File: config.mk
export PLATFORM = sky130hd
export DESIGN_NAME = ctrl_pipe_unit
export DESIGN_NICKNAME = d
export VERILOG_FILES = /design/src/rtl/ctrl_pkg.sv /design/src/rtl/ctrl_decode.sv /design/src/rtl/ctrl_pipe_unit.sv
export SDC_FILE = /design/constraint.sdc
export NUM_CORES = 1
export LEC_CHECK = 0
export ABC_CLOCK_PERIOD_IN_PS = 4850
export BUFFER_PORTS_ARGS = -buffer_cell sky130_fd_sc_hd__buf_2
export CORE_UTILIZATION = 40
export DETAILED_ROUTE_END_ITERATION = 16
export MAX_ROUTING_LAYER = met4
export PLACE_DENSITY = 0.72
export SYNTH_ARGS = -nofsm -noshare
export SYNTH_HDL_FRONTEND = slang
export SYNTH_SLANG_ARGS = --single-unit
File: constraint.sdc
create_clock -name clk -period 4.85 [get_ports clk]
set_clock_uncertainty 0.05 [all_clocks]
set_input_delay 0.7275 -clock clk [delete_from_list [all_inputs] [get_ports clk]]
set_output_delay 0.7275 -clock clk [all_outputs]
set_load 0.02 [all_outputs]
File: src/rtl/ctrl_pkg.sv
// ctrl_pkg: shared opcodes, ALUOp encodings and the decoded control word
package ctrl_pkg;
    localparam int CTRL_ALUOP_W = 2;

    localparam logic [5:0] OP_RTYPE = 6'b000000;
    localparam logic [5:0] OP_BLTZ  = 6'b000001;
    localparam logic [5:0] OP_J     = 6'b000010;
    localparam logic [5:0] OP_BGEZ  = 6'b000011;
    localparam logic [5:0] OP_BEQ   = 6'b000100;
    localparam logic [5:0] OP_BNE   = 6'b000101;
    localparam logic [5:0] OP_BLEZ  = 6'b000110;
    localparam logic [5:0] OP_BGTZ  = 6'b000111;
    localparam logic [5:0] OP_ADDI  = 6'b001000;
    localparam logic [5:0] OP_ADDIU = 6'b001001;
    localparam logic [5:0] OP_SLTI  = 6'b001010;
    localparam logic [5:0] OP_SLTIU = 6'b001011;
    localparam logic [5:0] OP_ANDI  = 6'b001100;
    localparam logic [5:0] OP_ORI   = 6'b001101;
    localparam logic [5:0] OP_XORI  = 6'b001110;
    localparam logic [5:0] OP_LW    = 6'b100011;
    localparam logic [5:0] OP_SW    = 6'b101011;

    localparam logic [CTRL_ALUOP_W-1:0] ALU_ADD = 2'b00;
    localparam logic [CTRL_ALUOP_W-1:0] ALU_BR  = 2'b01;
    localparam logic [CTRL_ALUOP_W-1:0] ALU_RT  = 2'b10;
    localparam logic [CTRL_ALUOP_W-1:0] ALU_IMM = 2'b11;

    typedef struct packed {
        logic [CTRL_ALUOP_W-1:0] aluop;
        logic                    regdst;
        logic                    alusrc;
        logic                    branch;
        logic                    jump;
        logic                    memread;
        logic                    memwrite;
        logic                    regwrite;
        logic                    memtoreg;
    } ctrl_word_t;

    localparam ctrl_word_t CTRL_NOP = '0;
endpackage

File: src/rtl/ctrl_decode.sv
// ctrl_decode: combinational ID-stage instruction to control-word decoder
module ctrl_decode
    import ctrl_pkg::*;
(
    input  logic [31:0] i_instr,
    output ctrl_word_t  o_ctrl
);
    logic [5:0] w_op;

    assign w_op = i_instr[31:26];

    // An all-zero word is a NOP, not an R-type sll $0,$0,0
    always_comb begin
        o_ctrl = CTRL_NOP;
        if (i_instr != '0) begin
            case (w_op)
                OP_RTYPE: begin
                    o_ctrl.aluop    = ALU_RT;
                    o_ctrl.regdst   = 1'b1;
                    o_ctrl.regwrite = 1'b1;
                end
                OP_LW: begin
                    o_ctrl.aluop    = ALU_ADD;
                    o_ctrl.alusrc   = 1'b1;
                    o_ctrl.memread  = 1'b1;
                    o_ctrl.regwrite = 1'b1;
                    o_ctrl.memtoreg = 1'b1;
                end
                OP_SW: begin
                    o_ctrl.aluop    = ALU_ADD;
                    o_ctrl.alusrc   = 1'b1;
                    o_ctrl.memwrite = 1'b1;
                end
                OP_ADDI, OP_ADDIU: begin
                    o_ctrl.aluop    = ALU_ADD;
                    o_ctrl.alusrc   = 1'b1;
                    o_ctrl.regwrite = 1'b1;
                end
                OP_SLTI, OP_SLTIU, OP_ANDI, OP_ORI, OP_XORI: begin
                    o_ctrl.aluop    = ALU_IMM;
                    o_ctrl.alusrc   = 1'b1;
                    o_ctrl.regwrite = 1'b1;
                end
                OP_BEQ, OP_BNE, OP_BLEZ, OP_BGTZ, OP_BLTZ, OP_BGEZ: begin
                    o_ctrl.aluop  = ALU_BR;
                    o_ctrl.branch = 1'b1;
                end
                OP_J: o_ctrl.jump = 1'b1;
                default: o_ctrl = CTRL_NOP;
            endcase
        end
    end
endmodule

File: src/rtl/ctrl_pipe_unit.sv
// ctrl_pipe_unit: decodes ID, carries control through ID/EX, EX/MEM, MEM/WB,
// and generates load-use stall plus branch/jump flush controls.
module ctrl_pipe_unit
    import ctrl_pkg::*;
#(
    parameter int REG_ADDR_W = 5,
    parameter int ALUOP_W    = CTRL_ALUOP_W,
    parameter bit JUMP_FLUSH = 1'b1
) (
    input  logic                  clk,
    input  logic                  rst,
    input  logic [31:0]           instr_id,
    input  logic                  branch_taken_ex,
    output logic                  stall_o,
    output logic                  pc_write_o,
    output logic                  ifid_write_o,
    output logic                  ifid_flush_o,
    output logic                  jump_id_o,
    output logic [ALUOP_W-1:0]    ex_aluop_o,
    output logic                  ex_alusrc_o,
    output logic                  ex_branch_o,
    output logic [REG_ADDR_W-1:0] ex_rs_o,
    output logic [REG_ADDR_W-1:0] ex_rt_o,
    output logic [REG_ADDR_W-1:0] ex_dst_o,
    output logic                  mem_read_o,
    output logic                  mem_write_o,
    output logic                  mem_regwrite_o,
    output logic [REG_ADDR_W-1:0] mem_dst_o,
    output logic                  wb_regwrite_o,
    output logic                  wb_memtoreg_o,
    output logic [REG_ADDR_W-1:0] wb_dst_o
);
    ctrl_word_t            w_dec;
    logic [REG_ADDR_W-1:0] w_rs, w_rt, w_rd, w_dst;
    logic                  w_raw_hz, w_bubble;

    logic [ALUOP_W-1:0]    r_ex_aluop;
    logic                  r_ex_alusrc, r_ex_branch, r_ex_memread, r_ex_memwrite;
    logic                  r_ex_regwrite, r_ex_memtoreg;
    logic [REG_ADDR_W-1:0] r_ex_rs, r_ex_rt, r_ex_dst;
    logic                  r_mem_read, r_mem_write, r_mem_regwrite, r_mem_memtoreg;
    logic [REG_ADDR_W-1:0] r_mem_dst;
    logic                  r_wb_regwrite, r_wb_memtoreg;
    logic [REG_ADDR_W-1:0] r_wb_dst;

    ctrl_decode u_dec (
        .i_instr (instr_id),
        .o_ctrl  (w_dec)
    );

    assign w_rs  = REG_ADDR_W'(instr_id[25:21]);
    assign w_rt  = REG_ADDR_W'(instr_id[20:16]);
    assign w_rd  = REG_ADDR_W'(instr_id[15:11]);
    assign w_dst = w_dec.regwrite ? (w_dec.regdst ? w_rd : w_rt) : '0;

    // A taken branch squashes the dependent instruction, so it overrides the stall
    assign w_raw_hz     = r_ex_memread && (r_ex_dst != '0) && ((r_ex_dst == w_rs) || (r_ex_dst == w_rt));
    assign stall_o      = w_raw_hz && !branch_taken_ex;
    assign pc_write_o   = !stall_o;
    assign ifid_write_o = !stall_o;
    assign jump_id_o    = w_dec.jump;
    assign ifid_flush_o = branch_taken_ex || (JUMP_FLUSH && jump_id_o && !stall_o);
    assign w_bubble     = branch_taken_ex || stall_o;

    always_ff @(posedge clk) begin
        if (rst || w_bubble) begin
            r_ex_aluop    <= '0;
            r_ex_alusrc   <= 1'b0;
            r_ex_branch   <= 1'b0;
            r_ex_memread  <= 1'b0;
            r_ex_memwrite <= 1'b0;
            r_ex_regwrite <= 1'b0;
            r_ex_memtoreg <= 1'b0;
            r_ex_rs       <= '0;
            r_ex_rt       <= '0;
            r_ex_dst      <= '0;
        end else begin
            r_ex_aluop    <= ALUOP_W'(w_dec.aluop);
            r_ex_alusrc   <= w_dec.alusrc;
            r_ex_branch   <= w_dec.branch;
            r_ex_memread  <= w_dec.memread;
            r_ex_memwrite <= w_dec.memwrite;
            r_ex_regwrite <= w_dec.regwrite;
            r_ex_memtoreg <= w_dec.memtoreg;
            r_ex_rs       <= w_rs;
            r_ex_rt       <= w_rt;
            r_ex_dst      <= w_dst;
        end
        if (rst) begin
            r_mem_read     <= 1'b0;
            r_mem_write    <= 1'b0;
            r_mem_regwrite <= 1'b0;
            r_mem_memtoreg <= 1'b0;
            r_mem_dst      <= '0;
            r_wb_regwrite  <= 1'b0;
            r_wb_memtoreg  <= 1'b0;
            r_wb_dst       <= '0;
        end else begin
            r_mem_read     <= r_ex_memread;
            r_mem_write    <= r_ex_memwrite;
            r_mem_regwrite <= r_ex_regwrite;
            r_mem_memtoreg <= r_ex_memtoreg;
            r_mem_dst      <= r_ex_dst;
            r_wb_regwrite  <= r_mem_regwrite;
            r_wb_memtoreg  <= r_mem_memtoreg;
            r_wb_dst       <= r_mem_dst;
        end
    end

    assign ex_aluop_o     = r_ex_aluop;
    assign ex_alusrc_o    = r_ex_alusrc;
    assign ex_branch_o    = r_ex_branch;
    assign ex_rs_o        = r_ex_rs;
    assign ex_rt_o        = r_ex_rt;
    assign ex_dst_o       = r_ex_dst;
    assign mem_read_o     = r_mem_read;
    assign mem_write_o    = r_mem_write;
    assign mem_regwrite_o = r_mem_regwrite;
    assign mem_dst_o      = r_mem_dst;
    assign wb_regwrite_o  = r_wb_regwrite;
    assign wb_memtoreg_o  = r_wb_memtoreg;
    assign wb_dst_o       = r_wb_dst;
endmodule

==> impl_results.md <==
- Status: finished, final reports clean
- CP Data Arrival Time: 2.19 ns
- Die width: 62.0 µm
- Diodes inserted: 0
- Worst Max-Slew Pin Slew: 0.385 ns
- Post-Synth XOR/XNOR Area: 6.09%
- Post-CTS Setup Inserts: 0
- Leading area contributor after synthesis: dfxtp_1
- DRC Markers: 0
- Fin crit period: 2.97 ns
- CTS root buf: clkbuf_4
- Maximum VDD drop: 0.128 mV
- Yosys reg bits: 37
- Crit start category: input pin
- Vias per cell: 4.85
- Sequential share of the synthesized area: 51.5%
- Worst Setup Path Type: in2out
- PD cells: 309 nW/µm²
- Post-synth top area share: 51.5%
- Core box area: 3390 µm²
- Slew Limit Fails: 0
- Initial antenna violation count: 0
- Synthesized area per cell: 10.2 µm²
- Total number of vias: 1,271
- Antenna-violating nets left: 0
- Placed wire-length estimate: 2400 µm
- Post-synthesis simple-gate area fraction: 29.7%
- Largest net degree at the start of global routing: 18
- Fin. Hold Viols: 0
- Post-synthesis compound-gate area fraction: 6.09%
- Main combinational cell family by area after synthesis: simple AND/OR/NAND/NOR gates
- Hold Path Class: reg2reg
- Total CTS buffers: 5
- Grt ovf: 0
- Die area: 3840 µm²
- Cts hold-fix bufs: 0
- Drt wl/cell: 12.0 µm
- Layout cells sized above 1: 41.7%
- Vias in the first global route: 1,144
- Drt initial violations: 48
- Setup TNS: 0 ns
- Most frequent cells in the layout: buf_2, dfxtp_1, nor2b_1
- Ports: 74
- WL final: 3140 µm
- Cell count after synthesis: 141
- Pre-antenna DRT Iters: 4
- Post-CTS sizing: 0
- Pleak: 0.907 nW
- Area Growth Syn to Fin: 32.6%
- Post-Synth Adder-Cell Area: 0%
- Initial Util: 42.5%
- CP max FO: 4
- Netlist cell types: 34
- Final setup viols: 0
- Dominant cells by area after synthesis: dfxtp_1, nor2b_1, nor4_1, xor2_1, and2_1
- RSZ-0062 raised after global routing: false
- Post-synth design cell area: 1440 µm²
- Clk sinks: 37
- First-pass GRT wire length: 5220 µm
- Total track usage: 19.6%
- Gpl congestion: 0.828
- Die Y: 62.0 µm
- MaxCap Viol Count: 0
- Slew margin rel.: 74.2%
- Row cnt: 21
- CTS tree: yes
- Fillers: 324
- Power after layout: 591 µW
- CTS Buffer Depth: 2
- Clk pin slew, worst setup/hold paths: 0.11 ns
- Ratio of final minimum period to clock period: 61.1%
- CTS H-Tree Depth: 2
- Syn nets: 176
- Multiplexer area fraction after synthesis: 3.48%
- Port buffer count: 73
- Element type at the critical path end: output port
- Commonest non-fill, non-tap cell in the layout: buf_2
- WP data required: 4.07 ns
- Core Util, Final: 56.3%
- YS warnings: 0
- Nets: 250
- Maximum clock frequency: 0.337 GHz
- Clock Latency Late Sink: 0.33 ns
-- power breakdown --
part	total (mW)	switching, mW	internal (mW)	leakage, nW
clock	0.219	0.0954	0.123	0.0455
combinational	0.0608	0.0346	0.0262	0.562
sequential	0.311	0.00209	0.309	0.300
total	0.591	0.132	0.458	0.907
-- critical path, cell delays in order --
cell     delay, ns
buf_2         0.12
xor2_1        0.16
nor3_1        0.24
a22oi_2       0.15
or3_2         0.52
o21a_1        0.12
buf_2         0.15
-- routing by layer --
metal / GRT usage, % / vias up / part of all wire [%]
met5: - / - / 0
met4: 8.57 / 0 / 0.86
met3: 5.59 / 2 / 6.1
met2: 31.0 / 53 / 50
met1: 23.1 / 582 / 43
li1: - / 634 / -
-- through the flow --
| step | hold slack (ns) | instances | cell area [µm²] | setup WS, ns |
|---|---|---|---|---|
| after floorplan | 0.364 | 141 | 1440 | 2.08 |
| after global placement | 0.376 | 254 | 1820 | 1.88 |
| after detailed placement | 0.381 | 254 | 1820 | 1.88 |
| after CTS | 0.406 | 262 | 1910 | 1.87 |
| after global routing | 0.424 | 262 | 1910 | 1.79 |
| final | 0.402 | 262 | 1910 | 1.88 |
-- cell usage after synthesis --
library cell / instances
and3_1: 3
a21oi_1: 1
nor4_1: 14
buf_6: 1
or3_1: 1
and2_1: 10
buf_4: 2
and2_2: 1
a22oi_2: 1
nor3_1: 7
mux2i_1: 5
or2_2: 1
buf_1: 1
o21ba_2: 2
nand2_1: 3
nor2_4: 1
nor2b_1: 16
xor2_1: 10
o21a_1: 1
o211ai_1: 1
or4b_2: 1
inv_1: 2
o21ai_0: 2
or4_4: 1
buf_2: 1
or3_2: 1
nand3_1: 3
dfxtp_1: 37
clkbuf_1: 1
o21ai_4: 1
nor3b_1: 1
nor2_1: 6
a2bb2oi_1: 1
nand4_1: 1
-- kinds of logic (layout without fill, tap and decap cells) --
| group | count (synthesis) | in the layout |
|---|---|---|
| and+or+nand+nor | 71 | 71 |
| DFF | 37 | 37 |
| AOI/OAI and AO/OA | 10 | 10 |
| xor gates and xnor gates | 10 | 10 |
| buffers and inverters | 8 | 83 |
| muxes | 5 | 5 |
-- path summary, 6_finish.rpt --
check	slack, ns	startpoint	cells after the start	endpoint
max	1.88	instr_id[19]	7	ifid_flush_o
min reg2reg	0.40	r_ex_memwrite	1	mem_write_o
min	0.40	r_ex_memwrite	1	mem_write_o
max reg2reg	3.16	ex_dst_o[1]	4	ex_branch_o
-- sequential cells by signal, summed over array words and instances, names as in the netlist --
signal	flops
ex_branch_o	1
wb_dst_o	5
r_ex_regwrite	1
wb_regwrite_o	1
wb_memtoreg_o	1
ex_rs_o	5
mem_write_o	1
ex_rt_o	5
r_mem_memtoreg	1
r_ex_memwrite	1
ex_aluop_o	2
ex_alusrc_o	1
ex_dst_o	5
mem_dst_o	5
r_ex_memtoreg	1
mem_regwrite_o	1
-- cell type report --
type	instances	area (µm²)	share of cell area (%)
tap	46	57.6	3.02
clock buffer	7	55.1	2.89
clock inverter	1	30.0	1.57
timing repair buffer	73	365	19.1
sequential	37	741	38.8
inverter	2	7.51	0.393
multi-input combinational	96	652	34.2
Note: power is estimated with default switching activity, not from simulation.
